**src/rtl/tt_mux_pkg.sv**
```systemverilog
// tt_mux_pkg: shared definitions for the tiny-tapeout style mux row.
//   state_t          selection FSM states
//   FLAG_ACT/GRD     bit positions of the status flags in spine_ow
//   u_ow_w/u_iw_w    per-UM output/input bundle widths
//   a_w              selection counter width (5 row bits + local index)
package tt_mux_pkg;

  typedef enum logic [1:0] {
    S_IDLE   = 2'd0,
    S_GUARD  = 2'd1,
    S_ACTIVE = 2'd2
  } state_t;

  localparam int FLAG_ACT = 0;
  localparam int FLAG_GRD = 1;
  localparam int FLAG_W   = 2;

  function automatic int u_ow_w(input int n_o, input int n_io);
    return n_o + 2 * n_io;
  endfunction

  function automatic int u_iw_w(input int n_i, input int n_io);
    return n_i + n_io;
  endfunction

  function automatic int a_w(input int n_um);
    return 5 + $clog2(n_um);
  endfunction

endpackage

```
**src/rtl/tt_mux_sel.sv**
```systemverilog
// tt_mux_sel: selection counter, row-hit decode and guard/active FSM.
//   clk, rst        clock, async active-high reset
//   sel_clr/inc     counter pulses (clear wins)
//   addr            row address strap
//   state_nxt       FSM next state (registered copies live in the top)
//   idx             local UM index of the current count
//   idx_nxt         local UM index of the next count
//
// state    | meaning
// S_IDLE   | row not selected, everything blanked
// S_GUARD  | blanking after a selection change, gcnt cycles remain
// S_ACTIVE | row hit, one UM enabled at the local index
module tt_mux_sel
  import tt_mux_pkg::*;
#(
  parameter int N_UM  = 16,
  parameter int GUARD = 2,
  localparam int A_W  = a_w(N_UM),
  localparam int L_W  = $clog2(N_UM)
) (
  input  logic           clk,
  input  logic           rst,
  input  logic           sel_clr,
  input  logic           sel_inc,
  input  logic [4:0]     addr,
  output state_t         state_nxt,
  output logic [L_W-1:0] idx,
  output logic [L_W-1:0] idx_nxt
);

  localparam logic [3:0] GUARD_LD = 4'(GUARD);

  state_t         state;
  logic [A_W-1:0] sel_cnt, sel_nxt;
  logic [3:0]     gcnt, gcnt_nxt;
  logic           hit, hit_nxt, changed;

  always_comb begin
    sel_nxt = sel_cnt;
    if (sel_clr)      sel_nxt = '0;
    else if (sel_inc) sel_nxt = sel_cnt + A_W'(1);
  end

  // A pulse that leaves the count unchanged (clear at 0) must not restart the guard.
  assign changed = (sel_nxt != sel_cnt);
  assign hit     = (sel_cnt[A_W-1 -: 5] == addr);
  assign hit_nxt = (sel_nxt[A_W-1 -: 5] == addr);
  assign idx     = sel_cnt[L_W-1:0];
  assign idx_nxt = sel_nxt[L_W-1:0];

  always_comb begin
    state_nxt = state;
    gcnt_nxt  = gcnt;
    if (changed) begin
      if (GUARD == 0) begin
        state_nxt = hit_nxt ? S_ACTIVE : S_IDLE;
        gcnt_nxt  = '0;
      end else begin
        state_nxt = S_GUARD;
        gcnt_nxt  = GUARD_LD;
      end
    end else begin
      case (state)
        S_GUARD: begin
          gcnt_nxt = gcnt - 4'd1;
          if (gcnt <= 4'd1) begin
            state_nxt = hit ? S_ACTIVE : S_IDLE;
            gcnt_nxt  = '0;
          end
        end
        default: ;
      endcase
    end
  end

  always_ff @(posedge clk or posedge rst) begin
    if (rst) begin
      sel_cnt <= '0;
      state   <= S_IDLE;
      gcnt    <= '0;
    end else begin
      sel_cnt <= sel_nxt;
      state   <= state_nxt;
      gcnt    <= gcnt_nxt;
    end
  end

endmodule

```
**src/rtl/tt_mux_pipe.sv**
```systemverilog
// tt_mux_pipe: one mux row routing spine data to/from N_UM user modules.
//   clk, rst        clock, async active-high reset
//   um_ow/um_iw     UM output/input bundles, UM k at slice k*width
//   um_ena          registered one-hot enable of the active UM
//   um_k_zero       per-UM constant 0
//   spine_iw        spine input data (registered once toward the UMs)
//   spine_ow        {selected UM data, guard flag, active flag}
//   sel_clr/inc     selection counter pulses
//   addr            row address strap
//   k_zero/k_one    constants
module tt_mux_pipe
  import tt_mux_pkg::*;
#(
  parameter int N_UM    = 16,
  parameter int N_IO    = 8,
  parameter int N_O     = 8,
  parameter int N_I     = 10,
  parameter int GUARD   = 2,
  parameter int OUT_REG = 1,
  localparam int U_OW   = u_ow_w(N_O, N_IO),
  localparam int U_IW   = u_iw_w(N_I, N_IO),
  localparam int S_OW   = U_OW + FLAG_W
) (
  input  logic                 clk,
  input  logic                 rst,
  input  logic [U_OW*N_UM-1:0] um_ow,
  output logic [U_IW*N_UM-1:0] um_iw,
  output logic [N_UM-1:0]      um_ena,
  output logic [N_UM-1:0]      um_k_zero,
  input  logic [U_IW-1:0]      spine_iw,
  output logic [S_OW-1:0]      spine_ow,
  input  logic                 sel_clr,
  input  logic                 sel_inc,
  input  logic [4:0]           addr,
  output logic                 k_zero,
  output logic                 k_one
);

  localparam int L_W = $clog2(N_UM);

  state_t          state_nxt;
  logic [L_W-1:0]  idx, idx_nxt;
  logic [N_UM-1:0] ena_q;
  logic [U_IW-1:0] iw_q;
  logic            act_q, grd_q;
  logic [U_OW-1:0] ow_sel, ow_data;

  tt_mux_sel #(.N_UM(N_UM), .GUARD(GUARD)) u_sel (
    .clk       (clk),
    .rst       (rst),
    .sel_clr   (sel_clr),
    .sel_inc   (sel_inc),
    .addr      (addr),
    .state_nxt (state_nxt),
    .idx       (idx),
    .idx_nxt   (idx_nxt)
  );

  // Enable and flags load from the next state so they track the FSM register exactly.
  always_ff @(posedge clk or posedge rst) begin
    if (rst) begin
      ena_q <= '0;
      iw_q  <= '0;
      act_q <= 1'b0;
      grd_q <= 1'b0;
    end else begin
      ena_q <= (state_nxt == S_ACTIVE) ? (N_UM'(1) << idx_nxt) : '0;
      iw_q  <= spine_iw;
      act_q <= (state_nxt == S_ACTIVE);
      grd_q <= (state_nxt == S_GUARD);
    end
  end

  // The count is frozen while ACTIVE, so the current index selects the return data.
  assign ow_sel = um_ow[idx*U_OW +: U_OW];

  generate
    if (OUT_REG != 0) begin : g_out_reg
      logic [U_OW-1:0] ow_q;
      always_ff @(posedge clk or posedge rst) begin
        if (rst) ow_q <= '0;
        else     ow_q <= ow_sel;
      end
      assign ow_data = ow_q;
    end else begin : g_out_comb
      assign ow_data = ow_sel;
    end
  endgenerate

  always_comb begin
    um_iw = '0;
    for (int k = 0; k < N_UM; k++) begin
      um_iw[k*U_IW +: U_IW] = ena_q[k] ? iw_q : '0;
    end
  end

  assign um_ena    = ena_q;
  assign spine_ow  = {(act_q ? ow_data : {U_OW{1'b0}}), grd_q, act_q};
  assign um_k_zero = '0;
  assign k_zero    = 1'b0;
  assign k_one     = 1'b1;

endmodule

```
**config.mk**
```make
export PLATFORM = sky130hd
export DESIGN_NAME = tt_mux_pipe
export DESIGN_NICKNAME = d
export VERILOG_FILES = /design/src/rtl/tt_mux_pkg.sv /design/src/rtl/tt_mux_sel.sv /design/src/rtl/tt_mux_pipe.sv
export SDC_FILE = /design/constraint.sdc
export NUM_CORES = 1
export LEC_CHECK = 0
export ABC_AREA = 1
export CAP_MARGIN = 30
export CORE_AREA = 2 2 295 297
export CTS_CLUSTER_DIAMETER = 60
export CTS_CLUSTER_SIZE = 24
export DETAILED_ROUTE_END_ITERATION = 8
export DIE_AREA = 0 0 297 299
export DONT_BUFFER_PORTS = 1
export GPL_ROUTABILITY_DRIVEN = 1
export SYNTH_ARGS = -nofsm -noshare
export SYNTH_HDL_FRONTEND = slang
export SYNTH_HIERARCHICAL = 1
export SYNTH_SLANG_ARGS = --single-unit
```
**constraint.sdc**
```tcl
create_clock -name clk -period 5.2 [get_ports clk]
set_input_delay 1.04 -clock clk [delete_from_list [all_inputs] [get_ports clk]]
set_output_delay 1.04 -clock clk [all_outputs]
set_load 0.01 [all_outputs]
```
==> results of run 1 <==
## cell families after synthesis
logic type / synth area share [%]
flops: 18.4
other cells: 0.0735
xor+xnor: 0.171
simple gates: 48.0
buf+inv: 32.0
compound gates: 1.00
fa+ha+maj: 0.367
## worst max-delay path: cells and delay by family (launching register included)
| family | cells | cell delay (ns) |
|---|---|---|
| AND/OR/NAND/NOR | 1 | 0.35 |
| buffers and inverters | 1 | 0.20 |
| flip-flops | 1 | 0.88 |
## registers in the layout, summed over array words and instances, names as in the netlist
signal,flops
grd_q,1
act_q,1
um_ena,16
u_sel/gcnt,4
u_sel/state,2
iw_q,18
g_out_reg.ow_q,24
u_sel/sel_cnt,9
## layout by cell type (no fill, tap or decap), types with 2 or more instances in the layout
| cell | n |
|---|---|
| clkinv_4 | 2 |
| dfrtp_4 | 2 |
| buf_16 | 5 |
| a21oi_1 | 8 |
| clkinv_2 | 2 |
| o21ai_0 | 7 |
| inv_8 | 2 |
| buf_4 | 8 |
| inv_2 | 3 |
| dfrtp_2 | 2 |
| inv_1 | 634 |
| ha_1 | 3 |
| xor2_1 | 2 |
| inv_6 | 3 |
| nand2_1 | 851 |
| diode_2 | 4 |
| conb_1 | 18 |
| nor3_1 | 2 |
| dfrtp_1 | 71 |
| clkbuf_16 | 9 |
| nor2_1 | 39 |
| buf_12 | 2 |
| nand3_1 | 302 |
## stage by stage
stage	util (%)	cells	hold slack [ns]	instance area, um2	total power (W)
floorplan	-	2131	0.505	10300	0.00117
global placement	12.8	3120	0.556	11000	0.00138
detailed placement	12.9	3124	0.553	11100	0.00138
CTS	13.2	3140	0.578	11400	0.00211
global route	13.3	3145	0.582	11400	0.00222
finish	13.3	3146	0.570	11400	0.00205
## power groups by stage
stage	combinational, W	sequential [W]	clock, W
after floorplan	0.000502	0.000667	0
after global placement	0.000614	0.000768	0
after detailed placement	0.000616	0.000769	0
after CTS	0.000618	0.000758	0.000736
after global routing	0.000706	0.000761	0.000753
final	0.000620	0.000752	0.000679
## how the worst min path moves through the flow
stage,endpoint,startpoint,cells past startpoint
floorplan,u_sel/gcnt[1]$_DFFE_PP0P_,u_sel/gcnt[1]$_DFFE_PP0P_,2
global placement,u_sel/state[0]$_DFF_PP0_,u_sel/state[0]$_DFF_PP0_,2
detailed placement,u_sel/state[0]$_DFF_PP0_,u_sel/state[0]$_DFF_PP0_,2
CTS,act_q$_DFF_PP0_,rst,1
global route,act_q$_DFF_PP0_,rst,1
finish,act_q$_DFF_PP0_,rst,1
## metal layers
layer / up-vias / share of wire, %
met1: 5361 / 38
met4: 4 / 5.6
met5: - / 0.052
met3: 124 / 7.4
met2: 739 / 49
li1: 5595 / -
## cell type report
class / instances / area [um2]
clock inverters: 7 / 65.1
flip-flops and latches: 75 / 1890
multi-input cells: 1240 / 5130
inverters: 640 / 2410
repair buffers: 16 / 253
diodes: 4 / 10.0
clock buffers: 9 / 225
well taps: 1155 / 1450
fillers: 10200 / 74500
==> results.json, run 1 <==
{
  "outcome": "finished, final reports clean",
  "drc": 0,
  "start_util_pct": 11.9,
  "dp_hpwl_um": 49200,
  "cts_setup_buffers": 0,
  "ctsHoldBuffers": 0,
  "clockPowerShare_pct": 33.1,
  "fin_skew_ns": 0.0165,
  "crit_type": "register to output port",
  "ioPinCount": 759,
  "cts_buffer_depth": 2,
  "clkTransAtPathRegs_ns": 0.07,
  "place_congestion": 0.963,
  "netlist_area_mm2": 0.0102,
  "seqPwrFrac_pct": 36.7,
  "rr_endpoint": "g_out_reg.ow_q[6]$_DFF_PP0_",
  "nets": 2396,
  "fmax_mhz": 344,
  "vias": 11800,
  "synth_largest_area_cell": "nand2_1",
  "internal_power_w": 0.00116,
  "synth_area_leaders": "nand2_1 31%, inv_1 23%, dfrtp_1 18%, nand3_1 15%, buf_4 3.1%",
  "drt-initial-drc-count": 1172,
  "grt.busiest_layer": "met2",
  "netlist_top_cells_count": "851 x nand2_1, 636 x inv_1, 302 x nand3_1",
  "power.switching_w": 0.000886,
  "drv_cap": 0,
  "critPathArrivalTime_ns": 1.86,
  "cts-root-buf": "clkbuf_16",
  "worstPathCellList": "nand2_1 -> inv_1",
  "ys_warn_count": 6,
  "reg2reg_slack_ns": 2.75,
  "grtUsageTotal_pct": 12.8,
  "clock_sinks": 75,
  "worst_setup_path_start_kind": "register",
  "cts_tree": "done",
  "overflow": 0,
  "p_sw_share_pct": 43.2,
  "std_cell_rows": 108,
  "maxSlewViolCount": 0,
  "synth_top_area_share_pct": 31.2,
  "io_buffers": 0,
  "rsz0062_at_grt": "no",
  "dieWidth_um": 297,
  "wl_per_cell_um": 18.8,
  "h-tree-depth": 3,
  "finalSetupTns_ns": 0,
  "fin_crit_ns": 2.90,
  "postRouteAntennaNets": 0,
  "leakagePower_nw": 8.29,
  "drtPass1Iterations": 5,
  "die_h_um": 299,
  "antenna_found_initial": 10,
  "met3_usage_pct": 3.47,
  "dp_slack_ns": 2.51,
  "end_kind": "output port",
  "grt_pass1_wl_um": 80400,
  "area_growth_pct": 11.8,
  "r2r-start": "u_sel/sel_cnt[0]$_DFF_PP0_",
  "min_path_type": "input port to asynchronous set/reset pin",
  "routed_wl_um": 59300,
  "via_per_inst": 3.76,
  "path_max_fanout": 25,
  "finalHoldViolations": 0,
  "fin_crit_sh_pct": 55.8,
  "synthCells": 2115,
  "grt.met2_usage_pct": 22.2,
  "die-area_mm2": 0.0888,
  "clk_latency_ns": 0.39,
  "synthArstFlopShare_pct": 100,
  "yosysMostFrequentCell": "nand2_1",
  "r2r_cells": 8,
  "synth_area_per_cell_um2": 4.83,
  "setup_viol": 0,
  "slowest_stage": "dfrtp_2",
  "cts_made_buffers": 9,
  "power_frac_comb_pct": 30.2,
  "cts-resized-gates": 0,
  "ys_seq_elements": 75,
  "max_stage_delay_ns": 0.88,
  "power_density_mw_per_mm2": 179,
  "worst_pin_slew_ns": 1.03,
  "gr-usage-met1_pct": 14.2,
  "first_global_vias": 11000,
  "yosysSeqAreaShare_pct": 18.4,
  "drive_above_1_share_pct": 2.32,
  "post-route-worst-setup-slack_ns": 2.30,
  "yosys.cell_types.count": 24,
  "endpoint": "spine_ow[17]",
  "ys.flop_type": "dfrtp_1",
  "slew_headroom_pct": 31.5,
  "startpoint": "act_q$_DFF_PP0_",
  "cp.required_ns": 4.16,
  "grt_start_max_net_pins": 125,
  "core_mm2": 0.0859,
  "vdd_drop_max_mv": 0.132,
  "synth-edff-count": 0
}
Note: power is estimated with default switching activity, not from simulation.
==> inputs of run 2 (changes only) <==
- clock period: 5.2 -> 2.7 ns (I/O delays scaled with it)
==> run 2 against run 1 <==
Net effect:
- cell area is 3.3% higher
- register-to-register slack got worse by 2.2 ns
- via count increased by 3.2%
- global-route usage grew 0.49 points
- first-iteration DRC count rose by 11%
- die area did not move
- core utilization increased by 0.44 points
- largest cell class unchanged
- critical path type unchanged
- clock power is 97% higher
==> results.json, run 2 (synthesized netlist as in run 1, its figures left out) <==
{
  "clock_sinks": 75,
  "cts-resized-gates": 0,
  "die-area_mm2": 0.0888,
  "drv_cap": 0,
  "worst_pin_slew_ns": 0.919,
  "cp.required_ns": 2.16,
  "min_path_type": "input port to asynchronous set/reset pin",
  "fin_skew_ns": 0.0162,
  "path_max_fanout": 13,
  "drc": 0,
  "power_density_mw_per_mm2": 341,
  "drive_above_1_share_pct": 4.85,
  "antenna_found_initial": 9,
  "cts-root-buf": "clkbuf_16",
  "critPathArrivalTime_ns": 1.70,
  "cts_buffer_depth": 2,
  "vdd_drop_max_mv": 0.246,
  "std_cell_rows": 108,
  "finalSetupTns_ns": 0,
  "h-tree-depth": 3,
  "postRouteAntennaNets": 0,
  "ctsHoldBuffers": 0,
  "crit_buf_inv": 2,
  "crit_type": "register to output port",
  "place_congestion": 1.01,
  "grtUsageTotal_pct": 13.3,
  "cts_setup_buffers": 0,
  "vias": 12200,
  "dp_slack_ns": 0.408,
  "largest_reg_flops": 24,
  "grt_start_max_net_pins": 104,
  "overflow": 0,
  "area_growth_pct": 15.5,
  "nets": 2449,
  "final_cell_mix": "851 x nand2_1, 634 x inv_1, 302 x nand3_1",
  "end_kind": "output port",
  "dp_hpwl_um": 52300,
  "max_stage_delay_ns": 0.66,
  "rsz0062_at_grt": "no",
  "fmax_mhz": 446,
  "die_h_um": 299,
  "grt_pass1_wl_um": 82800,
  "dpl_cell_area_mm2": 0.0115,
  "final_common_cell": "nand2_1",
  "fin_crit_ns": 2.24,
  "drtPass1Iterations": 6,
  "slew_headroom_pct": 38.7,
  "fin_util_pct": 13.7,
  "via_per_inst": 3.81,
  "fin_crit_sh_pct": 83.0,
  "routed_wl_um": 61900,
  "clkTransAtPathRegs_ns": 0.07,
  "start_util_pct": 11.9,
  "regMostFlops": "g_out_reg.ow_q",
  "leakagePower_nw": 8.54,
  "outcome": "finished, final reports clean",
  "cts_made_buffers": 9,
  "maxSlewViolCount": 0,
  "clk_latency_ns": 0.39,
  "first_global_vias": 11100,
  "wl_per_cell_um": 19.3,
  "worstPathCellList": "buf_4 -> nand2_1 -> inv_1",
  "path_delay_family": "flip-flops",
  "post-route-worst-setup-slack_ns": 0.460,
  "ioPinCount": 759,
  "setup_viol": 0,
  "dieWidth_um": 297,
  "drt-initial-drc-count": 1303,
  "power.total_w": 0.00402,
  "cts_tree": "done",
  "finalHoldViolations": 0,
  "worst_setup_path_start_kind": "register",
  "fin_area_mm2": 0.0118,
  "slowest_stage": "dfrtp_2",
  "io_buffers": 0,
  "core_mm2": 0.0859
}
-- run 2: worst reg2reg max path, stage by stage, from the launching register on --
cell	delay, ns
dfrtp_4	0.56
inv_6	0.24
buf_12	0.23
buf_4	0.22
nand2_1	0.06
nand2_1	0.05
nand2_1	0.05
nand3_1	0.16
nand3_1	0.37
nand2_1	0.18
-- run 2: per-layer routing --
layer / track usage [%] / vias to the layer above / wire length [um] / share of wire [%]
met5: 0 / - / 0 / 0
met4: 5.59 / 0 / 2860 / 4.6
met3: 3.50 / 135 / 4650 / 7.5
met2: 24.2 / 830 / 31000 / 50
met1: 14.4 / 5529 / 23400 / 38
li1: - / 5709 / - / -
-- run 2: area by class of cell --
class,instances,area (um2)
inverter,640,2410
tap,1155,1450
sequential,75,1890
fill,10200,74100
antenna,8,20.0
timing repair buffer,69,606
clock buffer,9,225
multi-input combinational,1240,5130
clock inverter,7,81.3
-- run 2: report_power, final --
part | leakage, nW | internal, W | switching, W | total, W
Sequential | 0.926 | 0.00123 | 0.000151 | 0.00138
Combinational | 7.47 | 0.000404 | 0.000893 | 0.00130
Clock | 0.150 | 0.000663 | 0.000682 | 0.00134
-- run 2: per-stage QoR --
step	std cells	hold WS [ns]
finish	3203	0.0870
global route	3200	0.107
CTS	3195	0.107
detailed placement	3179	0.550
global placement	3179	0.540
floorplan	2131	0.441
-- run 2: final timing paths --
kind / slack, ns / endpoint / startpoint / depth (start not counted)
hold / removal: 0.09 / grd_q$_DFF_PP0_ / rst / 1
setup reg to reg: 0.51 / g_out_reg.ow_q[8]$_DFF_PP0_ / u_sel/sel_cnt[0]$_DFF_PP0_ / 9
max in group asynchronous: 1.95 / iw_q[12]$_DFF_PP0_ / rst / 2
setup / recovery: 0.46 / spine_ow[20] / act_q$_DFF_PP0_ / 3
min in group clk: 0.18 / iw_q[5]$_DFF_PP0_ / spine_iw[5] / 0
hold reg to reg: 0.57 / u_sel/state[0]$_DFF_PP0_ / u_sel/state[0]$_DFF_PP0_ / 2
